$ cat config.mk
export PLATFORM = sky130hd
export DESIGN_NAME = dut_flat
export DESIGN_NICKNAME = d
export VERILOG_FILES = /design/src/rtl/dut_if.sv /design/src/rtl/dut.sv /design/src/flat_wrapper.sv
export SDC_FILE = /design/constraint.sdc
export NUM_CORES = 1
export LEC_CHECK = 0
export BUFFER_PORTS_ARGS = -buffer_cell sky130_fd_sc_hd__buf_2
export CORE_ASPECT_RATIO = 1.1
export CORE_MARGIN = 1
export CORE_UTILIZATION = 50
export CTS_CLUSTER_SIZE = 40
export DETAILED_ROUTE_END_ITERATION = 12
export PLACE_DENSITY = 0.85
export SLEW_MARGIN = 0
export SYNTH_ARGS = -nofsm -noshare
export SYNTH_HDL_FRONTEND = slang
export SYNTH_SLANG_ARGS = --single-unit
$ cat constraint.sdc
create_clock -name bus_clk -period 3.35 [get_ports bus_clk]
set_input_delay 0.67 -clock bus_clk [delete_from_list [all_inputs] [get_ports bus_clk]]
set_output_delay 0.67 -clock bus_clk [all_outputs]
set_load 0.03 [all_outputs]
$ cat src/rtl/dut_if.sv
// myBus: bundle carrying the clock, reset, controls and counter outputs of dut.
//   clk       : single clock, rising edge active
//   rst       : synchronous active-high reset
//   enable    : advance the counter when high
//   mode      : 0 up, 1 down, 2 rotate-left, 3 load
//   load_val  : value captured in mode 3
//   data      : registered counter value
//   wrap      : one-cycle boundary pulse
//   active    : enable delayed by one cycle
// Modport DUT is the view used by the counter itself.
interface myBus #(
   parameter int WIDTH = 8
);
   logic             clk;
   logic             rst;
   logic             enable;
   logic [1:0]       mode;
   logic [WIDTH-1:0] load_val;
   logic [WIDTH-1:0] data;
   logic             wrap;
   logic             active;

   modport DUT (
      input  clk,
      input  rst,
      input  enable,
      input  mode,
      input  load_val,
      output data,
      output wrap,
      output active
   );
endinterface

$ cat src/rtl/dut.sv
// dut: WIDTH-bit up/down/rotate/load counter with a boundary pulse.
// Ports (all through bus, modport myBus.DUT):
//   clk, rst (sync, active-high), enable, mode[1:0], load_val[WIDTH-1:0]
//   data[WIDTH-1:0], wrap, active  -- all registered, latency 1 cycle.
// Optional feature: define DUT_SATURATE_EN to make up/down counting stick
// at all-ones / zero instead of wrapping. wrap then pulses once when a step
// is first blocked at the limit and stays low while the counter is pinned.
module dut #(
   parameter int WIDTH = 8
) (
   myBus.DUT bus
);
   localparam logic [WIDTH-1:0] ALL_ONES = {WIDTH{1'b1}};

   logic [WIDTH-1:0] data_reg, data_next;
   logic             wrap_reg, wrap_next;
   logic             active_reg, active_next;

`ifdef DUT_SATURATE_EN
   // Set once a step has been blocked at a limit; suppresses repeat pulses.
   logic pinned_reg, pinned_next;
`endif

   always_comb begin
      data_next   = data_reg;
      wrap_next   = 1'b0;
      active_next = bus.enable;
`ifdef DUT_SATURATE_EN
      pinned_next = pinned_reg;
`endif
      if (bus.enable) begin
`ifdef DUT_SATURATE_EN
         // Any enabled operation that is not a blocked step releases the pin.
         pinned_next = 1'b0;
`endif
         case (bus.mode)
            2'd0: begin
               if (data_reg == ALL_ONES) begin
`ifdef DUT_SATURATE_EN
                  wrap_next   = ~pinned_reg;
                  pinned_next = 1'b1;
`else
                  data_next = '0;
                  wrap_next = 1'b1;
`endif
               end else begin
                  data_next = data_reg + 1'b1;
               end
            end
            2'd1: begin
               if (data_reg == '0) begin
`ifdef DUT_SATURATE_EN
                  wrap_next   = ~pinned_reg;
                  pinned_next = 1'b1;
`else
                  data_next = ALL_ONES;
                  wrap_next = 1'b1;
`endif
               end else begin
                  data_next = data_reg - 1'b1;
               end
            end
            2'd2: data_next = {data_reg[WIDTH-2:0], data_reg[WIDTH-1]};
            default: data_next = bus.load_val;
         endcase
      end
   end

   always_ff @(posedge bus.clk) begin
      if (bus.rst) begin
         data_reg   <= '0;
         wrap_reg   <= 1'b0;
         active_reg <= 1'b0;
      end else begin
         data_reg   <= data_next;
         wrap_reg   <= wrap_next;
         active_reg <= active_next;
      end
   end

`ifdef DUT_SATURATE_EN
   always_ff @(posedge bus.clk) begin
      if (bus.rst) begin
         pinned_reg <= 1'b0;
      end else begin
         pinned_reg <= pinned_next;
      end
   end
`endif

   assign bus.data   = data_reg;
   assign bus.wrap   = wrap_reg;
   assign bus.active = active_reg;
endmodule

$ cat src/flat_wrapper.sv
// flat-port wrapper written by rule: the top's interface ports become plain ports
module dut_flat 
#(
   parameter int WIDTH = 8
)
  (bus_clk, bus_rst, bus_enable, bus_mode, bus_load_val, bus_data, bus_wrap, bus_active);
  myBus #(.WIDTH(WIDTH)) bus_i ();
  input wire logic [$bits(bus_i.clk)-1:0] bus_clk;
  input wire logic [$bits(bus_i.rst)-1:0] bus_rst;
  input wire logic [$bits(bus_i.enable)-1:0] bus_enable;
  input wire logic [$bits(bus_i.mode)-1:0] bus_mode;
  input wire logic [$bits(bus_i.load_val)-1:0] bus_load_val;
  output wire logic [$bits(bus_i.data)-1:0] bus_data;
  output wire logic [$bits(bus_i.wrap)-1:0] bus_wrap;
  output wire logic [$bits(bus_i.active)-1:0] bus_active;
  assign bus_i.clk = bus_clk;
  assign bus_i.rst = bus_rst;
  assign bus_i.enable = bus_enable;
  assign bus_i.mode = bus_mode;
  assign bus_i.load_val = bus_load_val;
  assign bus_data = bus_i.data;
  assign bus_wrap = bus_i.wrap;
  assign bus_active = bus_i.active;
  dut #(.WIDTH(WIDTH)) u_core (.bus(bus_i));
endmodule
# After elaboration in Yosys (flattened, before gate mapping)
# Index checks and enable logic that the tools add are counted.
[totals]
wordCells = 18
reg_bits = 10
output_inout_bits = 10
[op_classes]
n_bitwise = 1
n_reduce_logical = 3
n_eq_ne = 3
mux = 6
addsub = 2
[ops]
columns = ["operator", "n"]
rows = [
  ["$pmux W8 S3", 1],
  ["$mux W8", 2],
  ["$add A8 B1 Y8 const B", 1],
  ["$eq A8 B8 Y1 const B", 1],
  ["$logic_not A8 Y1", 1],
  ["$sub A8 B1 Y8 const B", 1],
  ["$eq A2 B1 Y1 const B", 1],
  ["$eq A2 B2 Y1 const B", 1],
  ["$logic_not A2 Y1", 1],
  ["$mux W1", 2],
  ["$pmux W1 S2", 1],
  ["$reduce_or A2 Y1", 1],
  ["$not A1 Y1", 1],
]

# Depth between registers and ports, before layout
# Gate-level depths: netlist of run 1.
[logic_depth]
word_depth = 3
ltp_mapped = 6
depth_no_buf = 6

# Worst setup path after synthesis of run 1
# No wires, ideal clock.
[synth_timing]
path_type = "flip-flop to flip-flop"
startpoint = "register u_core.data_reg[0], in the netlist u_core.bus.data[0]"
endpoint = "register u_core.data_reg[3], in the netlist u_core.bus.data[3]"
stages_incl_launch_ff = 6
synth_period_minus_slack_ps = 1876
arrival_ps = 1750
t_required_ps = 3223
setup_ps = 127
slack_ps = 1474
path_cell_list = "dfxtp_1 ha_1 nand4_2 o211a_1 a221oi_2 a211oi_2"
[synth_via]
elab_chain_cells = 3
word_cells_on_any_way = 7
classes_between = "add/sub: 2; eq/ne: 1; mux: 3; reduce/logical: 1"
[synth_rtl]
columns = ["element", "line_no", "text"]
rows = [
  ["from (decl)", "dut.sv:15", "logic [WIDTH-1:0] data_reg, data_next;"],
  ["from (signal assigned)", "dut.sv:75", "data_reg <= data_next;"],
  ["$sub A8 B1 Y8 (tied with other cells)", "dut.sv:60", "data_next = data_reg - 1'b1;"],
  ["$mux W8, on equally long branches", "dut.sv:51, dut.sv:38", ""],
  ["$pmux W8 S3 *", "dut.sv:36", "case (bus.mode)"],
]
# Mark *: on every way between the ends. The rest lies on a longest branch, timed or not.
# A chain may end at the register's enable or synchronous reset.

# Final worst setup path of run 1
[layout_timing]
startpoint = "register u_core.data_reg[2], in the netlist u_core.bus.data[2]"
endpoint = "output bus_data[2]"
[layout_lines]
columns = ["element", "line_no", "text"]
rows = [
  ["to (decl)", "flat_wrapper.sv:13", "output wire logic [$bits(bus_i.data)-1:0] bus_data;"],
]
# No word-level cell between the ends.

==> results of run 1 <==
[metrics by stage]
step / cells / util (%)
after floorplan: 129 / -
final: 171 / 60.4
after CTS: 171 / 60.4
after detailed placement: 167 / 58.5
after global routing: 171 / 60.4
after global placement: 167 / 58.5
[cell usage in the layout, fill, tap and decap left out, types with 2 or more instances in the layout]
master | netlist | routed
nand2b_1 | 3 | 3
o21a_1 | 2 | 2
a31oi_1 | 4 | 4
clkbuf_4 | 0 | 3
nor2b_1 | 5 | 5
a21o_1 | 3 | 3
ha_1 | 3 | 3
nor2_1 | 8 | 8
dfxtp_1 | 10 | 10
buf_2 | 3 | 22
nor3_1 | 4 | 4
nand4_1 | 2 | 2
a211oi_1 | 3 | 3
o21ai_0 | 10 | 10
nand3_1 | 3 | 3
o32ai_1 | 2 | 2
a21oi_1 | 9 | 9
o31ai_1 | 2 | 2
nand2_1 | 8 | 8
or3_1 | 2 | 2
inv_1 | 6 | 6
o211a_1 | 2 | 2
[power by group through the flow]
stage	Clock, mW	Sequential, mW	Combinational, mW
6_report	0.117	0.166	0.171
5_1_grt	0.128	0.169	0.186
4_1_cts	0.121	0.165	0.170
3_5_place_dp	0	0.167	0.169
3_3_place_gp	0	0.167	0.167
2_1_floorplan	0	0.168	0.135
[metal layers]
layer / global-route usage [%] / wire length, µm / vias up
li1: - / - / 519
met1: 34.1 / 962 / 471
met2: 39.9 / 1240 / 90
met3: 3.30 / 302 / 12
met4: 12.6 / 105 / 0
met5: 0 / 0 / -
[layout make-up]
type	count	area, µm²	area share [%]
Sequential cell	10	200	17.8
Inverter	6	22.5	2.00
Multi-Input combinational cell	102	722	64.2
Tap cell	27	33.8	3.00
Clock buffer	4	36.3	3.23
Timing Repair Buffer	22	110	9.79
[worst max path at each step]
stage	cells past startpoint	slack, ns	end	startpoint
global placement	5	1.45	u_core.bus.data[6]$_SDFFE_PP0P_	bus_enable
floorplan	5	1.47	u_core.bus.data[3]$_SDFFE_PP0P_	u_core.bus.data[0]$_SDFFE_PP0P_
finish	1	1.32	bus_data[2]	u_core.bus.data[2]$_SDFFE_PP0P_
detailed placement	5	1.39	u_core.bus.data[6]$_SDFFE_PP0P_	bus_enable
CTS	1	1.32	bus_data[2]	u_core.bus.data[2]$_SDFFE_PP0P_
global route	1	1.27	bus_data[2]	u_core.bus.data[2]$_SDFFE_PP0P_
[logic make-up after synthesis]
kind of cell / synth area share, %
AOI/OAI and AO/OA: 35.1
and+or+nand+nor: 28.7
buffers and inverters: 10.4
DFF: 19.4
adders and majority gates: 3.65
xor gates and xnor gates: 1.70
muxes: 0.972
==> summary.txt, run 1 <==
worst hold margin - 0.626 ns
Max H-tree Level - 1
Clk pin slew, worst setup/hold paths - 0.07 ns
starting density of the core - 55.3%
Longest Clk Path Bufs - 2
Pint - 0.268 mW
crit-path max cell delay - 0.76 ns
DRT Pass-1 Iters - 5
Tmin final - 2.03 ns
max reg flops - 8
Hold Buf Count CTS - 0
number of cells on the worst reg-to-reg path - 5
Final Skew - 0.000473 ns
Sw Share - 41.0%
Design Power - 0.454 mW
top_reg_cell synth - dfxtp_1
GRT overflow - 0
CP Class - reg -> out
largest net degree at the start of global routing - 23
number of clock sinks - 10
critical-path cell list - buf_2
HPWL after DPL - 1.86 mm
Die X - 45.3 µm
gp weighted congestion - 0.941
Worst-Margin Slew - 0.672 ns
first-pass GRT wire length - 4.21 mm
Leak - 0.465 nW
# rows - 16
Port-buffer cells - 22
main area contributors after synthesis - dfxtp_1, o21ai_0, a21oi_1
leading area contributor after synthesis - dfxtp_1
RSZ-0062 raised after global routing - false
hold path endpoint - u_core.bus.data[1]$_SDFFE_PP0P_
Flop pwr share - 36.5%
Max VDD drop - 332 µV
Routed wire per std cell - 15.3 µm
Layout Area Growth over Synthesis - 9.23%
Hold Fails Final Rpt - 0
full die area - 2250 µm²
CP endpoint kind - output pin
Hold Crit Start - u_core.bus.data[1]$_SDFFE_PP0P_
number of global-route vias before repair - 904
worst r2r dst - u_core.bus.data[3]$_SDFFE_PP0P_
Ys Warns - 0
Worst setup SP type - register
r2r setup slk - 1.46 ns
post-route ant nets - 0
CP Buf/Inv Count - 1
post-route cell area - 1120 µm²
initial DRC count - 72
status - finished clean
WL final - 2.61 mm
cts repair resizes - 0
Power Dens Cells - 403 nW/µm²
NetSw - 0.186 mW
crit-path max FO - 14
CP required - 2.68 ns
Post-CTS Setup Bufs - 0
register area share after synthesis - 19.4%
syn nets - 145
kind of cell adding the most delay to the critical path - flip-flops
Post-synth EDFFs - 0
share of total power in the clock network - 25.8%
Syn Inst Count - 129
Avg Inst Size Synth - 7.98 µm²
Global Route Usage Sum - 25.7%
die height - 49.6 µm
Core Footprint - 1860 µm²
reg-to-reg startpoint - u_core.bus.data[0]$_SDFFE_PP0P_
antenna diode count - 0
Comb pwr share - 37.7%
Clk Latency, worst-skew pair - 0.28 ns
fin. max-slew vios - 0
Worst Path Arrival - 1.36 ns
fillers - 178
count of cell types in the netlist - 51
Num CTS Buffers - 3
dpl ws - 1.39 ns
Rel. slew slack - 55.1%
Placed Area - 1090 µm²
Worst Setup Slack, final - 1.32 ns
Synth Register Bits - 10
share of the synthesized area in the top cell type - 19.4%
Worst Hold Depth - 2
layout cells sized above 1 - 24.3%
Hold/Removal Path Class - reg -> reg
final net count - 161
via count - 1092
# DRC - 0
Via density - 6.39
slowest CP cell - dfxtp_1
Setup-failing EPs final - 0
initial antenna violation count - 0
Ports - 23
Final Cycle Share - 60.6%
Total Negative Setup Slacks - 0 ns
Mapped Area - 1030 µm²
Async SR Flop Fraction - 0%
CTS root buf - clkbuf_4
Max Cap Viol - 0
Post-synth top cells - dfxtp_1, o21ai_0, a21oi_1, nand2_1, nor2_1
Max Clock Freq - 493 MHz
CTS tree - built
Power figures use the tool's default switching activity.
==> inputs of run 2 (changes only) <==
--- a/config.mk
+++ b/config.mk
@@ -5,6 +5,7 @@
 export SDC_FILE = /design/constraint.sdc
 export NUM_CORES = 1
 export LEC_CHECK = 0
+export ABC_AREA = 1
 export BUFFER_PORTS_ARGS = -buffer_cell sky130_fd_sc_hd__buf_2
 export CORE_ASPECT_RATIO = 1.1
 export CORE_MARGIN = 1
==> constraint.sdc (replaced) <==
create_clock -name bus_clk -period 2.1 [get_ports bus_clk]
set_input_delay 0.42 -clock bus_clk [delete_from_list [all_inputs] [get_ports bus_clk]]
set_output_delay 0.42 -clock bus_clk [all_outputs]
set_load 0.03 [all_outputs]
==> run 2 against run 1 <==
Clock power increased by 51%; cell count up 32%; die area shrank 0.59%; combinational power grew 52%; flip-flop and latch count did not move; synthesized cell count rose by 40%; critical path depth is 9 higher; clock-buffer cell count stayed put; first-iteration DRC count decreased by 25%; wire length decreased by 1.3%; sequential share of layout area fell by 0.44 points; critical endpoint is now u_core.bus.data[6]$_SDFFE_PP0P_; largest power group unchanged.
==> summary.txt, run 2 <==
status - finished clean (unchanged)
gp weighted congestion - 0.996 (was 0.941)
CP endpoint kind - register (was output pin)
Clk pin slew, worst setup/hold paths - 0.07 ns (about the same)
Ys Warns - 0 (unchanged)
Clk Latency, worst-skew pair - 0.27 ns (was 0.28 ns)
largest net degree at the start of global routing - 18 (was 23)
count of cell types in the netlist - 27 (was 51)
via count - 1203 (was 1092)
Global Route Usage Sum - 25.6% (was 25.7%)
Final Skew - 0.00171 ns (was 0.000473 ns)
M1 GR Usage - 37.2% (was 34.1%)
Post-synth top cells - nand2_1, nor2_1, nand3_1, inv_2, dfxtp_1 (was dfxtp_1, o21ai_0, a21oi_1, nand2_1, nor2_1)
Async SR Flop Fraction - 0% (unchanged)
Layout Area Growth over Synthesis - 12.7% (was 9.23%)
most frequent cells in the layout - nand2_1, nor2_1, buf_2, nand3_1, inv_2 (was buf_2, o21ai_0, dfxtp_1, a21oi_1)
Worst setup SP type - register (unchanged)
Routed wire per std cell - 11.4 µm (was 15.3 µm)
Syn Inst Count - 180 (was 129)
CTS tree - built (unchanged)
number of global-route vias before repair - 1042 (was 904)
GRT busiest layer - met2 (unchanged)
die height - 49.5 µm (was 49.6 µm)
Final Cycle Share - 77.8%
CP Class - reg -> reg (was reg -> out)
Power Dens Cells - 587 nW/µm² (was 403 nW/µm²)
top_reg_cell synth - dfxtp_1 (unchanged)
Worst Path Arrival - 1.79 ns (was 1.36 ns)
Leak - 0.579 nW (was 0.465 nW)
final core occ - 62.6% (was 60.4%)
Die X - 45.1 µm (was 45.3 µm)
starting density of the core - 55.6% (was 55.3%)
HPWL after DPL - 2.03 mm (was 1.86 mm)
Hold Fails Final Rpt - 0 (unchanged)
max reg flops - 8 (unchanged)
Port-buffer cells - 22 (unchanged)
CTS root buf - clkbuf_4 (unchanged)
layout cells sized above 1 - 25.6% (was 24.3%)
Max Clock Freq - 612 MHz
leading area contributor after synthesis - nand2_1 (was dfxtp_1)
Via density - 5.32 (was 6.39)
Hold/Removal Path Class - in -> reg (was reg -> reg)
DRT Pass-1 Iters - 4 (was 5)
initial antenna violation count - 0 (unchanged)
full die area - 2230 µm² (was 2250 µm²)
M3 GR Usage - 1.47% (was 3.30%)
fillers - 177 (was 178)
Total Negative Setup Slacks - 0 ns (unchanged)
RSZ-0062 raised after global routing - false (unchanged)
share of the synthesized area in the top cell type - 19.8% (was 19.4%)
Worst-Margin Slew - 0.461 ns (was 0.672 ns)
GRT overflow - 0 (unchanged)
CP required - 2.26 ns (was 2.68 ns)
fin. max-slew vios - 0 (unchanged)
WL final - 2.57 mm (was 2.61 mm)
final net count - 216 (was 161)
Core Footprint - 1840 µm² (was 1860 µm²)
Post-synth EDFFs - 0 (unchanged)
# DRC - 0 (unchanged)
Hold Buf Count CTS - 0 (unchanged)
Avg Inst Size Synth - 5.69 µm² (was 7.98 µm²)
cts repair resizes - 0 (unchanged)
syn nets - 196 (was 145)
Tmin final - 1.63 ns
initial DRC count - 54 (was 72)
Synth Register Bits - 10 (unchanged)
post-route ant nets - 0 (unchanged)
Setup-failing EPs final - 0 (unchanged)
Longest Clk Path Bufs - 2 (unchanged)
Post-CTS Setup Bufs - 0 (unchanged)
Max VDD drop - 401 µV (was 332 µV)
Max H-tree Level - 1 (unchanged)
commonest non-fill, non-tap cell in the layout - nand2_1 (was buf_2)
first-pass GRT wire length - 4.42 mm (was 4.21 mm)
count leader, synth - nand2_1
Num CTS Buffers - 3 (unchanged)
number of clock sinks - 10 (unchanged)
main area contributors after synthesis - nand2_1, dfxtp_1, nor2_1 (was dfxtp_1, o21ai_0, a21oi_1)
Rel. slew slack - 69.2% (was 55.1%)
Max Cap Viol - 0 (unchanged)
crit-path max FO - 8 (was 14)
register area share after synthesis - 19.6% (was 19.4%)
antenna diode count - 0 (unchanged)
met2 usage - 39.1% (was 39.9%)
Mapped Area - 1020 µm² (was 1030 µm²)
Ports - 23 (unchanged)
# rows - 16 (unchanged)
run 2: stage by stage:
| stage | cell area [µm²] | hold WS [ns] | power (mW) | setup slack (ns) | instances |
|---|---|---|---|---|---|
| global placement | 1120 | 0.567 | 0.495 | 0.529 | 222 |
| CTS | 1150 | 0.433 | 0.677 | 0.504 | 226 |
| detailed placement | 1120 | 0.572 | 0.501 | 0.517 | 222 |
| finish | 1150 | 0.439 | 0.678 | 0.466 | 226 |
| floorplan | 1020 | 0.621 | 0.440 | 0.508 | 180 |
| global route | 1150 | 0.454 | 0.721 | 0.346 | 226 |
run 2: area by class of cell:
cell class	instances	area (µm²)	area share (%)
tap	27	33.8	2.93
clock buffer	4	36.3	3.15
inverter	18	67.6	5.86
sequential	10	200	17.4
multi-input combinational	145	706	61.2
timing repair buffer	22	110	9.54
run 2: logic make-up (layout without fill, tap and decap cells):
| group | after synthesis | in the layout | synth area share [%] |
|---|---|---|---|
| simple gates | 119 | 119 | 51.7 |
| compound gates | 23 | 23 | 13.6 |
| buf+inv | 25 | 44 | 11.5 |
| fa+ha+maj | 3 | 3 | 3.67 |
| flops | 10 | 10 | 19.6 |
run 2: where the power goes:
group          internal, mW  leakage [nW]  switching (mW)  total, mW
Combinational        0.0906         0.476           0.169      0.260
Clock                 0.105        0.0210          0.0720      0.177
Sequential            0.204        0.0822          0.0361      0.240
Total                 0.400         0.579           0.277      0.678
run 2: worst paths after layout:
kind	startpoint	to	cells after the start	slack (ns)
setup / recovery	u_core.bus.data[0]$_SDFFE_PP0P_	u_core.bus.data[6]$_SDFFE_PP0P_	10	0.47
hold / removal	bus_rst	u_core.bus.data[6]$_SDFFE_PP0P_	2	0.44
setup reg to reg	u_core.bus.data[0]$_SDFFE_PP0P_	u_core.bus.data[6]$_SDFFE_PP0P_	10	0.47
hold reg to reg	u_core.bus.data[7]$_SDFFE_PP0P_	u_core.bus.data[7]$_SDFFE_PP0P_	2	0.58
run 2: metal layers:
metal  routed length (µm)  share of wire, %
met1                 1120                43
met2                 1200                47
met3                  217               8.4
met4                   38               1.5
met5                    0                 0
run 2: critical path, stage by stage (launching register included):
cell and delay (ns):
dfxtp_1 0.49, inv_2 0.12, ha_1 0.23, inv_1 0.07, nor2_1 0.05, nand3_1 0.12, nand2_1 0.10, nor2_1 0.12
nand3_1 0.10, nand2_1 0.08, a21oi_2 0.05
==> inputs of run 3 (changes only) <==
--- a/config.mk
+++ b/config.mk
@@ -5,7 +5,7 @@
 export SDC_FILE = /design/constraint.sdc
 export NUM_CORES = 1
 export LEC_CHECK = 0
-export ABC_AREA = 1
+export ABC_AREA = 0
 export BUFFER_PORTS_ARGS = -buffer_cell sky130_fd_sc_hd__buf_2
 export CORE_ASPECT_RATIO = 1.1
 export CORE_MARGIN = 1
==> constraint.sdc (replaced) <==
create_clock -name bus_clk -period 1.7 [get_ports bus_clk]
set_input_delay 0.34 -clock bus_clk [delete_from_list [all_inputs] [get_ports bus_clk]]
set_output_delay 0.34 -clock bus_clk [all_outputs]
set_load 0.03 [all_outputs]
==> run 3 against run 2 <==
Combinational power up 56%; clock skew up 0.0068 ns; die area up 0.59%; worst hold slack worse by 0.11 ns; wire length rose by 20%; first-iteration DRC count increased by 83%; power is 40% higher; cell count decreased by 20%; core utilization is 3.0 points higher.
==> summary.txt, run 3 (synthesis results as in run 1) <==
status - finished clean (unchanged)
number of global-route vias before repair - 1068 (was 1042)
CP Buf/Inv Count - 2 (unchanged)
Worst Hold Depth - 2 (unchanged)
fin. max-slew vios - 0 (unchanged)
Max VDD drop - 515 µV (was 401 µV)
layout cells sized above 1 - 31.4% (was 25.6%)
# DRC - 0 (unchanged)
Max Cap Viol - 0 (unchanged)
Die X - 45.3 µm (was 45.1 µm)
Hold/Removal Path Class - in -> reg (unchanged)
Via density - 6.54 (was 5.32)
Num CTS Buffers - 3 (unchanged)
Setup-failing EPs final - 0 (unchanged)
# rows - 16 (unchanged)
Hold Fails Final Rpt - 0 (unchanged)
crit-path max cell delay - 0.57 ns (was 0.49 ns)
Leak - 0.506 nW (was 0.579 nW)
post-route ant nets - 0 (unchanged)
slowest CP cell - dfxtp_1 (unchanged)
Routed wire per std cell - 17.1 µm (was 11.4 µm)
Final Cycle Share - 94.8%
Worst-Margin Slew - 0.411 ns (was 0.461 ns)
initial antenna violation count - 0 (unchanged)
Worst path depth - 2 (was 10)
Rel. slew slack - 72.5% (was 69.2%)
crit-path max FO - 7 (was 8)
antenna diode count - 0 (unchanged)
Global Route Usage Sum - 30.0% (was 25.6%)
full die area - 2250 µm² (was 2230 µm²)
Ports - 23 (unchanged)
number of cells on the worst reg-to-reg path - 4 (was 10)
Hold Buf Count CTS - 0 (unchanged)
Layout Area Growth over Synthesis - 18.6% (was 12.7%)
RSZ-0062 raised after global routing - false (unchanged)
CP Class - reg -> out (was reg -> reg)
Worst Path Arrival - 1.27 ns (was 1.79 ns)
CP required - 1.36 ns (was 2.26 ns)
Core Footprint - 1860 µm² (was 1840 µm²)
WL final - 3.09 mm (was 2.57 mm)
max reg flops - 8 (unchanged)
largest net degree at the start of global routing - 23 (was 18)
Power Dens Cells - 775 nW/µm² (was 587 nW/µm²)
Longest Clk Path Bufs - 2 (unchanged)
commonest non-fill, non-tap cell in the layout - buf_2 (was nand2_1)
gp weighted congestion - 1.04 (was 0.996)
Max Clock Freq - 621 MHz
CP endpoint kind - output pin (was register)
worst hold margin - 0.328 ns (was 0.439 ns)
Worst setup SP type - register (unchanged)
Max H-tree Level - 1 (unchanged)
GRT overflow - 0 (unchanged)
DRT Pass-1 Iters - 5 (was 4)
kind of cell adding the most delay to the critical path - flip-flops (was simple AND/OR/NAND/NOR gates)
Clk Latency, worst-skew pair - 0.28 ns (was 0.27 ns)
HPWL after DPL - 2.16 mm (was 2.03 mm)
critical-path cell list - buf_4 > buf_2 (was inv_2 > ha_1 > inv_1 > nor2_1 > nand3_1 > nand2_1 > nor2_1 > nand3_1 > nand2_1 > a21oi_2)
starting density of the core - 55.3% (was 55.6%)
via count - 1178 (was 1203)
initial DRC count - 99 (was 54)
first-pass GRT wire length - 4.99 mm (was 4.42 mm)
final net count - 170 (was 216)
Port-buffer cells - 22 (unchanged)
Final Skew - 0.00853 ns (was 0.00171 ns)
most frequent cells in the layout - buf_2, o21ai_0, a21oi_1, buf_4 (was nand2_1, nor2_1, buf_2, nand3_1, inv_2)
number of clock sinks - 10 (unchanged)
Clk pin slew, worst setup/hold paths - 0.08 ns (was 0.07 ns)
Total Negative Setup Slacks - 0 ns (unchanged)
die height - 49.6 µm (was 49.5 µm)
CTS root buf - clkbuf_4 (unchanged)
CTS tree - built (unchanged)
Tmin final - 1.61 ns
run 3: power by group:
group | leakage, nW | total, mW | internal [mW] | switching (mW)
clock network | 0.0210 | 0.230 | 0.130 | 0.100
registers | 0.0836 | 0.309 | 0.256 | 0.0530
logic | 0.402 | 0.406 | 0.166 | 0.240
run 3: path summary, 6_finish.rpt:
kind	from	to	slack [ns]
worst min-delay path	bus_rst	u_core.bus.data[3]$_SDFFE_PP0P_	0.33
worst max-delay path	u_core.bus.data[2]$_SDFFE_PP0P_	bus_data[2]	0.09
worst max register to register	u_core.bus.data[2]$_SDFFE_PP0P_	u_core.bus.data[3]$_SDFFE_PP0P_	0.09
worst min register to register	u_core.bus.data[0]$_SDFFE_PP0P_	u_core.bus.data[0]$_SDFFE_PP0P_	0.53
run 3: timing repair:
action	4_1_cts	5_1_grt
setup buffers	0	0
endpoints found under the setup margin	0	5
gates resized for setup	0	5
run 3: stage by stage:
step                utilization [%]  cells  setup slack, ns  total power [mW]  cell area, µm²
floorplan                         -    129           0.0151             0.599            1030
global placement               62.2    176            0.128             0.682            1160
detailed placement             62.2    176           0.0313             0.696            1160
CTS                            64.2    180          0.00355             0.925            1190
global route                   65.6    180          0.00436             0.993            1220
finish                         65.6    180           0.0887             0.946            1220
run 3: final cells by class:
cell class / instances / area [µm²]
Sequential cell: 10 / 208
Clock buffer: 4 / 36.3
Multi-Input combinational cell: 102 / 743
Fill cell: 169 / 641
Tap cell: 27 / 33.8
Timing Repair Buffer: 31 / 178
Inverter: 6 / 22.5
run 3: routing by layer:
metal	track usage (%)	vias to the layer above	part of all wire, %
met5	0	-	0
met4	15.7	0	4.8
met3	5.49	26	9.0
met2	45.7	82	48
met1	39.1	534	38
li1	-	536	-
